<file path="src/rtl/fetch_pkg.sv">
// Shared fetch-path types and default widths, used by the fetch queue, decode and PC logic.
package fetch_pkg;

    localparam int unsigned       DEF_ADDR_W     = 10;
    localparam int unsigned       DEF_INSTR_W    = 18;
    localparam logic [9:0]        DEF_INT_VECTOR = 10'h3FF;

    typedef struct packed {
        logic [DEF_INSTR_W-1:0] instr;
        logic [DEF_ADDR_W-1:0]  pc;
    } fetch_entry_t;

endpackage

</file>
<file path="src/rtl/fetch_fifo.sv">
// Circular buffer of fetched entries; pointers carry an extra wrap bit so full/empty
// fall out of an MSB compare.
module fetch_fifo
    import fetch_pkg::*;
#(
    parameter int unsigned DEPTH   = 4,
    parameter type         entry_t = fetch_entry_t
) (
    input  logic                     clk,
    input  logic                     rst_n,
    input  logic                     flush,
    input  logic                     push,
    input  entry_t                   wdata,
    input  logic                     pop,
    output entry_t                   rdata,
    output logic                     empty,
    output logic                     full,
    output logic [$clog2(DEPTH):0]   count
);

    localparam int unsigned IDX_W = $clog2(DEPTH);

    logic [IDX_W:0] wr_q, rd_q;
    entry_t         mem_q [DEPTH];
    logic           do_push, do_pop;

    assign empty = (wr_q == rd_q);
    assign full  = (wr_q[IDX_W] != rd_q[IDX_W]) && (wr_q[IDX_W-1:0] == rd_q[IDX_W-1:0]);
    assign count = wr_q - rd_q;
    assign rdata = mem_q[rd_q[IDX_W-1:0]];

    // Flush wins over any same-cycle push or pop.
    assign do_push = push & ~full & ~flush;
    assign do_pop  = pop & ~empty & ~flush;

    always_ff @(posedge clk or negedge rst_n) begin
        if (!rst_n) begin
            wr_q <= '0;
            rd_q <= '0;
            for (int i = 0; i < int'(DEPTH); i++) begin
                mem_q[i] <= '0;
            end
        end else if (flush) begin
            wr_q <= '0;
            rd_q <= '0;
        end else begin
            if (do_push) begin
                mem_q[wr_q[IDX_W-1:0]] <= wdata;
                wr_q                   <= wr_q + {{IDX_W{1'b0}}, 1'b1};
            end
            if (do_pop) begin
                rd_q <= rd_q + {{IDX_W{1'b0}}, 1'b1};
            end
        end
    end

endmodule

</file>
<file path="src/rtl/fetch_queue_unit.sv">
// Instruction-fetch front end: owns the PC, issues sync-ROM reads, queues {instr, pc}
// for decode and handles redirect / interrupt flushes.
module fetch_queue_unit
    import fetch_pkg::*;
#(
    parameter int unsigned       ADDR_W     = DEF_ADDR_W,
    parameter int unsigned       INSTR_W    = DEF_INSTR_W,
    parameter int unsigned       DEPTH      = 4,
    parameter logic [ADDR_W-1:0] RESET_PC   = '0,
    parameter logic [ADDR_W-1:0] INT_VECTOR = DEF_INT_VECTOR
) (
    input  logic               clk,
    input  logic               rst_n,
    output logic [ADDR_W-1:0]  rom_addr,
    output logic               rom_en,
    input  logic [INSTR_W-1:0] rom_instr,
    input  logic               redirect_valid,
    input  logic [ADDR_W-1:0]  redirect_addr,
    input  logic               int_req,
    input  logic               int_en,
    output logic               int_ack,
    output logic [ADDR_W-1:0]  int_ret_pc,
    output logic               out_valid,
    input  logic               out_ready,
    output logic [INSTR_W-1:0] out_instr,
    output logic [ADDR_W-1:0]  out_pc
);

    localparam int unsigned IDX_W = $clog2(DEPTH);
    localparam int unsigned CNT_W = IDX_W + 2;
    localparam logic [CNT_W-1:0] DEPTH_C = DEPTH[CNT_W-1:0];

    // Entry type sized from this instance's widths.
    typedef struct packed {
        logic [INSTR_W-1:0] instr;
        logic [ADDR_W-1:0]  pc;
    } entry_t;

    logic [ADDR_W-1:0] pc_q, pc_d;
    logic [ADDR_W-1:0] issue_pc_q, issue_pc_d;
    logic              pending_q, pending_d;
    logic              int_ack_q, int_ack_d;
    logic [ADDR_W-1:0] int_ret_pc_q, int_ret_pc_d;
    entry_t            last_q, last_d;

    logic              take_int, flush, issue, push, pop;
    logic              fifo_empty, fifo_full;
    logic [IDX_W:0]    fifo_count;
    logic [CNT_W-1:0]  occupancy;
    entry_t            fifo_wdata, fifo_rdata, head;

    assign take_int = int_req & int_en & ~redirect_valid;
    assign flush    = redirect_valid | take_int;

    // In-flight read counts against capacity so a returning word always has a slot.
    assign occupancy = {1'b0, fifo_count} + {{(CNT_W-1){1'b0}}, pending_q};
    assign issue     = rst_n & ~flush & (occupancy < DEPTH_C);
    assign push      = pending_q & ~flush;
    assign pop       = out_valid & out_ready;

    assign fifo_wdata.instr = rom_instr;
    assign fifo_wdata.pc    = issue_pc_q;

    fetch_fifo #(
        .DEPTH   (DEPTH),
        .entry_t (entry_t)
    ) u_fifo (
        .clk   (clk),
        .rst_n (rst_n),
        .flush (flush),
        .push  (push),
        .wdata (fifo_wdata),
        .pop   (pop),
        .rdata (fifo_rdata),
        .empty (fifo_empty),
        .full  (fifo_full),
        .count (fifo_count)
    );

    // Outputs hold the last head seen once the queue drains.
    assign head = fifo_empty ? last_q : fifo_rdata;

    assign rom_addr   = pc_q;
    assign rom_en     = issue;
    assign out_valid  = ~fifo_empty & ~flush & ~fifo_full | ~fifo_empty & ~flush & fifo_full;
    assign out_instr  = head.instr;
    assign out_pc     = head.pc;
    assign int_ack    = int_ack_q;
    assign int_ret_pc = int_ret_pc_q;

    always_comb begin
        pc_d         = pc_q;
        issue_pc_d   = issue_pc_q;
        pending_d    = pending_q;
        int_ret_pc_d = int_ret_pc_q;
        int_ack_d    = take_int;
        last_d       = fifo_empty ? last_q : fifo_rdata;

        if (flush) begin
            pc_d      = redirect_valid ? redirect_addr : INT_VECTOR;
            pending_d = 1'b0;
        end else begin
            pending_d = issue;
            if (issue) begin
                pc_d       = pc_q + {{(ADDR_W-1){1'b0}}, 1'b1};
                issue_pc_d = pc_q;
            end
        end

        // Resume at the oldest instruction not yet handed to decode.
        if (take_int) begin
            if (!fifo_empty) begin
                int_ret_pc_d = fifo_rdata.pc;
            end else if (pending_q) begin
                int_ret_pc_d = issue_pc_q;
            end else begin
                int_ret_pc_d = pc_q;
            end
        end
    end

    always_ff @(posedge clk or negedge rst_n) begin
        if (!rst_n) begin
            pc_q         <= RESET_PC;
            issue_pc_q   <= '0;
            pending_q    <= 1'b0;
            int_ack_q    <= 1'b0;
            int_ret_pc_q <= '0;
            last_q       <= '0;
        end else begin
            pc_q         <= pc_d;
            issue_pc_q   <= issue_pc_d;
            pending_q    <= pending_d;
            int_ack_q    <= int_ack_d;
            int_ret_pc_q <= int_ret_pc_d;
            last_q       <= last_d;
        end
    end

endmodule

</file>
<file path="config.mk">
export PLATFORM = sky130hd
export DESIGN_NAME = fetch_queue_unit
export DESIGN_NICKNAME = d
export VERILOG_FILES = /design/src/rtl/fetch_pkg.sv /design/src/rtl/fetch_fifo.sv /design/src/rtl/fetch_queue_unit.sv
export SDC_FILE = /design/constraint.sdc
export NUM_CORES = 1
export LEC_CHECK = 0
export ABC_CLOCK_PERIOD_IN_PS = 10820
export BUFFER_PORTS_ARGS = -buffer_cell sky130_fd_sc_hd__buf_2
export CORE_MARGIN = 2
export CORE_UTILIZATION = 63
export CTS_CLUSTER_SIZE = 10
export DETAILED_ROUTE_END_ITERATION = 8
export PLACE_DENSITY = 0.85
export SYNTH_ARGS = -nofsm -noshare
export SYNTH_HDL_FRONTEND = slang
export SYNTH_HIERARCHICAL = 1
export SYNTH_SLANG_ARGS = --single-unit
</file>
<file path="constraint.sdc">
create_clock -name clk -period 10.82 [get_ports clk]
set_input_delay 3.246 -clock clk [delete_from_list [all_inputs] [get_ports clk]]
set_output_delay 3.246 -clock clk [all_outputs]
set_load 0.01 [all_outputs]
</file>
### After elaboration in Yosys (flattened, before gate mapping)

Index checks and enable logic that the tools add are counted.

* add/subtract/negate cells: 5
* multiply operators: 0
* div/mod/pow operators: 0
* order comparisons: 4
* equal/unequal tests: 3
* shift-type cells: 0
* mux-type cells: 17
* bitwise logic cells: 21
* reductions and logical operators: 7

Operator list (number)
* 112-bit bitwise mux: 1
* 28-bit 2-to-1 mux: 4
* 28-bit binary-select mux with 2-bit select: 1
* 28-bit demux with 2-bit select: 1
* 10-bit 2-to-1 mux: 5
* 1-bit bitwise AND: 13
* 3-bit 2-to-1 mux: 4
* 10-bit by 1-bit adder with 10-bit output (second input constant): 1
* 3-bit by 1-bit adder with 3-bit output (second input constant): 2
* 3-bit greater-or-equal comparator (second input constant): 2
* 2-bit inverter with 3-bit output: 2
* 2-bit nonzero test: 3
* 3-bit by 1-bit adder with 4-bit output: 1
* 4-bit by 3-bit < comparator with 1-bit output (second input constant): 1
* 1-bit inverter: 4
* 2-bit AND reduction: 2
* 3-bit == test: 1
* 3-bit by 1-bit < comparator with 1-bit output (second input constant): 1
* 3-bit subtractor: 1
* 2-bit == test: 1
* 1-bit logical AND: 2
* 1-bit bitwise OR: 2
* 1-bit 2-to-1 mux: 1
* 1-bit != test: 1

* register bits: 178
* latch bits: 0
* RAM bits: 0
* bits in read-only memories: 0
* input bits: 34
* output and inout bits: 51
* logic and storage cells: 74
* memories kept: 0

### Logic depth before layout (Yosys ltp)

* depth after elaboration: 12
* gate-level depth with buffers: 11
* depth with buffers taken out: 9

### Modules after synthesis

The synthesis kept the hierarchy.

Modules (own cells, without submodules)
* fetch_fifo: times used 1, cells each 327, area each 5383.9 µm², seq. area each 2952.8 µm²
* fetch_queue_unit: times used 1, cells each 225, area each 2681.3 µm², seq. area each 1501.4 µm²

### Worst setup path after synthesis

No wires, ideal clock.

* path kind: input-to-output
* from: in int_req
* to: out rom_en
* arrival time: 3850 ps
* data required time: 7574 ps
* path slack: 3724 ps
* stages: 4
* buffers on the path: 1
* cells stage by stage: a21oi_2 -> nand3_1 -> buf_2 -> inv_2

* longest elaborated chain between the ends: 6

RTL lines
* start: declaration: line fetch_queue_unit.sv:19 `input logic int_req,`
* 1-bit bitwise AND (2 in a row): line fetch_queue_unit.sv:52 `assign take_int = int_req & int_en & ~redirect_valid;`
* 1-bit bitwise OR: line fetch_queue_unit.sv:53 `assign flush = redirect_valid | take_int;`
* 1-bit inverter (no line)
* 1-bit bitwise AND (2 in a row): line fetch_queue_unit.sv:57 `assign issue = rst_n & ~flush & (occupancy < DEPTH_C);`
* end: declaration: line fetch_queue_unit.sv:15 `output logic rom_en,`

Every way passes these cells.

### Final worst setup path

* from: in rst_n
* to: out rom_en

* longest elaborated chain between the ends: 2

RTL lines
* start: declaration: line fetch_queue_unit.sv:13 `input logic rst_n,`
* 1-bit bitwise AND (2 in a row): line fetch_queue_unit.sv:57

Every way passes these cells.

==> metrics.log <==
[metrics] result of the run: finished clean
[metrics] Die Span Y: roughly 120 um
[metrics] crit path kind: input pin to primary output
[metrics] Fillers: around 790
[metrics] net count of the mapped netlist: 595
[metrics] count of hold buffers inserted by post-cts repair: 0
[metrics] warning count from the yosys run: 6
[metrics] number of post-CTS setup repair buffers: 0
[metrics] fraction of layout instances using a drive strength above 1: 0.423
[metrics] worst-case clock buffer depth: 2
[metrics] Post-Syn Instances: about 550
[metrics] number of library cell types mapped by synthesis: 48
[metrics] Clock Root Buffer: clkbuf_16
[metrics] fin nets: 675
[metrics] Final period util: 0.773
[metrics] largest net degree at the start of global routing: 118
[metrics] transition time at the pin with the least slew margin: 1.04 ns
[metrics] launch instance of the worst register-to-register path: u_fifo/rd_q[2]
[metrics] Post-Syn Area per Cell: 14.6 um2
[metrics] number of pins with negative max-slew slack in the final report: 0
[metrics] # setup viols final: 0
[metrics] number of enable flip-flop cells after synthesis: 0
[metrics] clock latency of the later-clocked register in the worst-skew pair: 0.42 ns
[metrics] number of clock sinks seen by CTS: 178
[metrics] # port buffers: 84
[metrics] setup repair after global routing missed its margin: false
[metrics] detailed-route DRC error count: 0
[metrics] Hold Vio Cnt, Final: 0
[metrics] drt first pass iters: 4
[metrics] number of buffers created by CTS: 17
[metrics] area of the placeable core: 0.0126 mm2
[metrics] Max VDD drop: 126 uV
[metrics] time the worst path needs with I/O delays and setup: roughly 8.4 ns
[metrics] routed wire length per instance: 19.5 um
[metrics] top area cells in the synthesized netlist: dfrtp_1 55%, mux2_2 15%, mux4_2 7.8%
[metrics] half-perimeter wire length after placement: between 9000 and 10000 um
[metrics] io pins: between 80 and 90
[metrics] CP required: 7.57 ns
[metrics] wirelength, routed: 15900 um
[metrics] maximum net fanout on the critical path: ~120
[metrics] First DRT Iteration DRCs: 283
[metrics] Max Cap Viol: 0
[metrics] total negative slack: 0 ns
[metrics] Min-Delay Path Class: flop to flop
[metrics] critical-path cell list: buf_6 -> nor2b_1 -> nand3_1 -> inv_2 -> buf_2
[metrics] number of gates resized after cts: 0
[metrics] delay contributed by the slowest stage of the critical path: 0.69 ns
[metrics] antenna violations before repair: 0
[metrics] TritonCTS clock tree: yes
[metrics] Synth top area share: 0.552
[metrics] count leader, synth: dfrtp_1
[metrics] worst-path cell with the longest stage delay: buf_6
[metrics] count of placed standard cells in the final layout, fillers left out: 816
[metrics] final weighted congestion of routability-driven global placement: roughly 0.90
[metrics] kind of end point of the critical path: primary output
[metrics] highest attainable clock frequency: about 120 MHz
[metrics] leading cell types by count after synthesis: 178 x dfrtp_1, 110 x mux2_2, 42 x mux2_1
[metrics] worst slew margin relative to its limit: 0.310
[metrics] Die Footprint: 0.0137 mm2
[metrics] #FFs+latches synth: 178
[metrics] vias in the first global route: 5167
[metrics] cell area after synthesis: 0.00807 mm2
[metrics] Avg Vias per Cell: around 5.9
[metrics] effective utilization at floorplan: 0.642
[metrics] Layout Skew: 0.00574 ns
[metrics] CP arrival: ~5.1 ns
[metrics] Crit. Startpoint: rst_n
[metrics] startpoint of the lowest-slack hold path: last_q[4]
[metrics] register clock-pin slew on the reported worst setup and hold paths: 0.06 ns
[metrics] Worst setup SP type: input pin
[metrics] Synth area leader: dfrtp_1
[metrics] vias after detailed routing: 4800
[metrics] total power draw: between 0.0015 and 0.002 W
[metrics] Chip Width: 117 um
[metrics] fraction of synthesis flops using an asynchronous set or reset pin: 1.00
[metrics] global-route wire length before repair: roughly 26000 um
[metrics] most common flop cell mapped by yosys: dfrtp_1
[metrics] P per Cell Area: about 190 mW/mm2
[metrics] number of routed nets with antenna violations: 0
[metrics] number of rows created at floorplan: 41
[metrics] H-Tree Level Count: 4
[metrics] Seq/Total Area, Yosys: 0.552
[metrics] GR Util All Layers: 0.255
[metrics] LEAKAGE: roughly 4.4 nW
[metrics] placed insts: 785
[metrics] grt ovf: 0
[metrics] synthesis-to-finish area growth: 13.7%
[area by class of cell]
type / count / area [um2] / share of cell area
Tap cell: 172 / 215 / 0.0235
Timing Repair Buffer: 92 / 487 / 0.0531
Multi-Input combinational cell: 332 / 3400 / 0.371
Clock buffer: 24 / 482 / 0.0526
Clock inverter: 6 / 80.1 / 0.00874
Inverter: 11 / 41.3 / 0.00450
Sequential cell: 178 / 4460 / 0.486
Antenna cell: 1 / 2.50 / 0.000273
[cells in the final DEF (no fill, tap or decap), drive strengths merged, types with 2 or more instances in the layout]
cell     instances
dfrtp          178
mux2           152
buf             92
nand2           32
mux4            28
clkbuf          24
o21ai           20
a21oi           13
mux2i           12
nor2b           11
inv             11
ha               8
nor2             7
xnor2            6
nand3            5
and2             4
clkinv           4
xor2             4
a211oi           4
nor4             3
nor3             3
nand2b           2
bufinv           2
o2111ai          2
[flip-flops by register name, indices dropped and copies added, names as in the netlist, 3 cells and up]
register and cells:
last_q 28, rom_addr 10, u_fifo/mem_q 112, u_fifo/rd_q 3, int_ret_pc 10, u_fifo/wr_q 3
issue_pc_q 10
[per-stage QoR]
step	hold slack (ns)	util	instance area, um2	worst slack, ns
floorplan	0.453	-	8070	3.72
global placement	0.463	0.684	8600	2.46
detailed placement	0.474	0.684	8600	2.40
CTS	0.488	0.729	9160	2.39
global route	0.506	0.729	9160	2.20
finish	0.484	0.729	9170	2.45
[where the power goes]
part / total [W] / internal, W / switching [W]
sequential: 0.000825 / 0.000767 / 0.0000584
combinational: 0.000291 / 0.000148 / 0.000142
clock: 0.000591 / 0.000354 / 0.000237
[cells by family after synthesis]
logic type / count (synthesis) / synth area share
muxes: 192 / 0.305
xor gates and xnor gates: 10 / 0.0118
and+or+nand+nor: 75 / 0.0489
buffers and inverters: 42 / 0.0267
adders and majority gates: 9 / 0.0149
AOI/OAI and AO/OA: 46 / 0.0402
DFF: 178 / 0.552
[routing by layer]
metal | global-route usage | up-vias | share of wire
li1 | - | 2161 | -
met1 | 0.326 | 2489 | 0.42
met2 | 0.422 | 129 | 0.52
met3 | 0.0628 | 21 | 0.046
met4 | 0.105 | 0 | 0.015
met5 | 0 | - | 0
[worst paths after layout]
check	end	slack, ns	cells past startpoint
max	rom_en	2.45	5
min	last_q[4]	0.48	1
max reg2reg	issue_pc_q[4]	7.97	5
min reg2reg	last_q[4]	0.48	1
max in group asynchronous	u_fifo/mem_q[74]	6.40	2
min in group asynchronous	int_ret_pc[4]	2.95	1
[critical path, delay by kind of cell]
kind	cells	cell delay, ns
buffers and inverters	3	0.97
and+or+nand+nor	2	0.80
No activity file was read; power rests on OpenSTA's default activity.
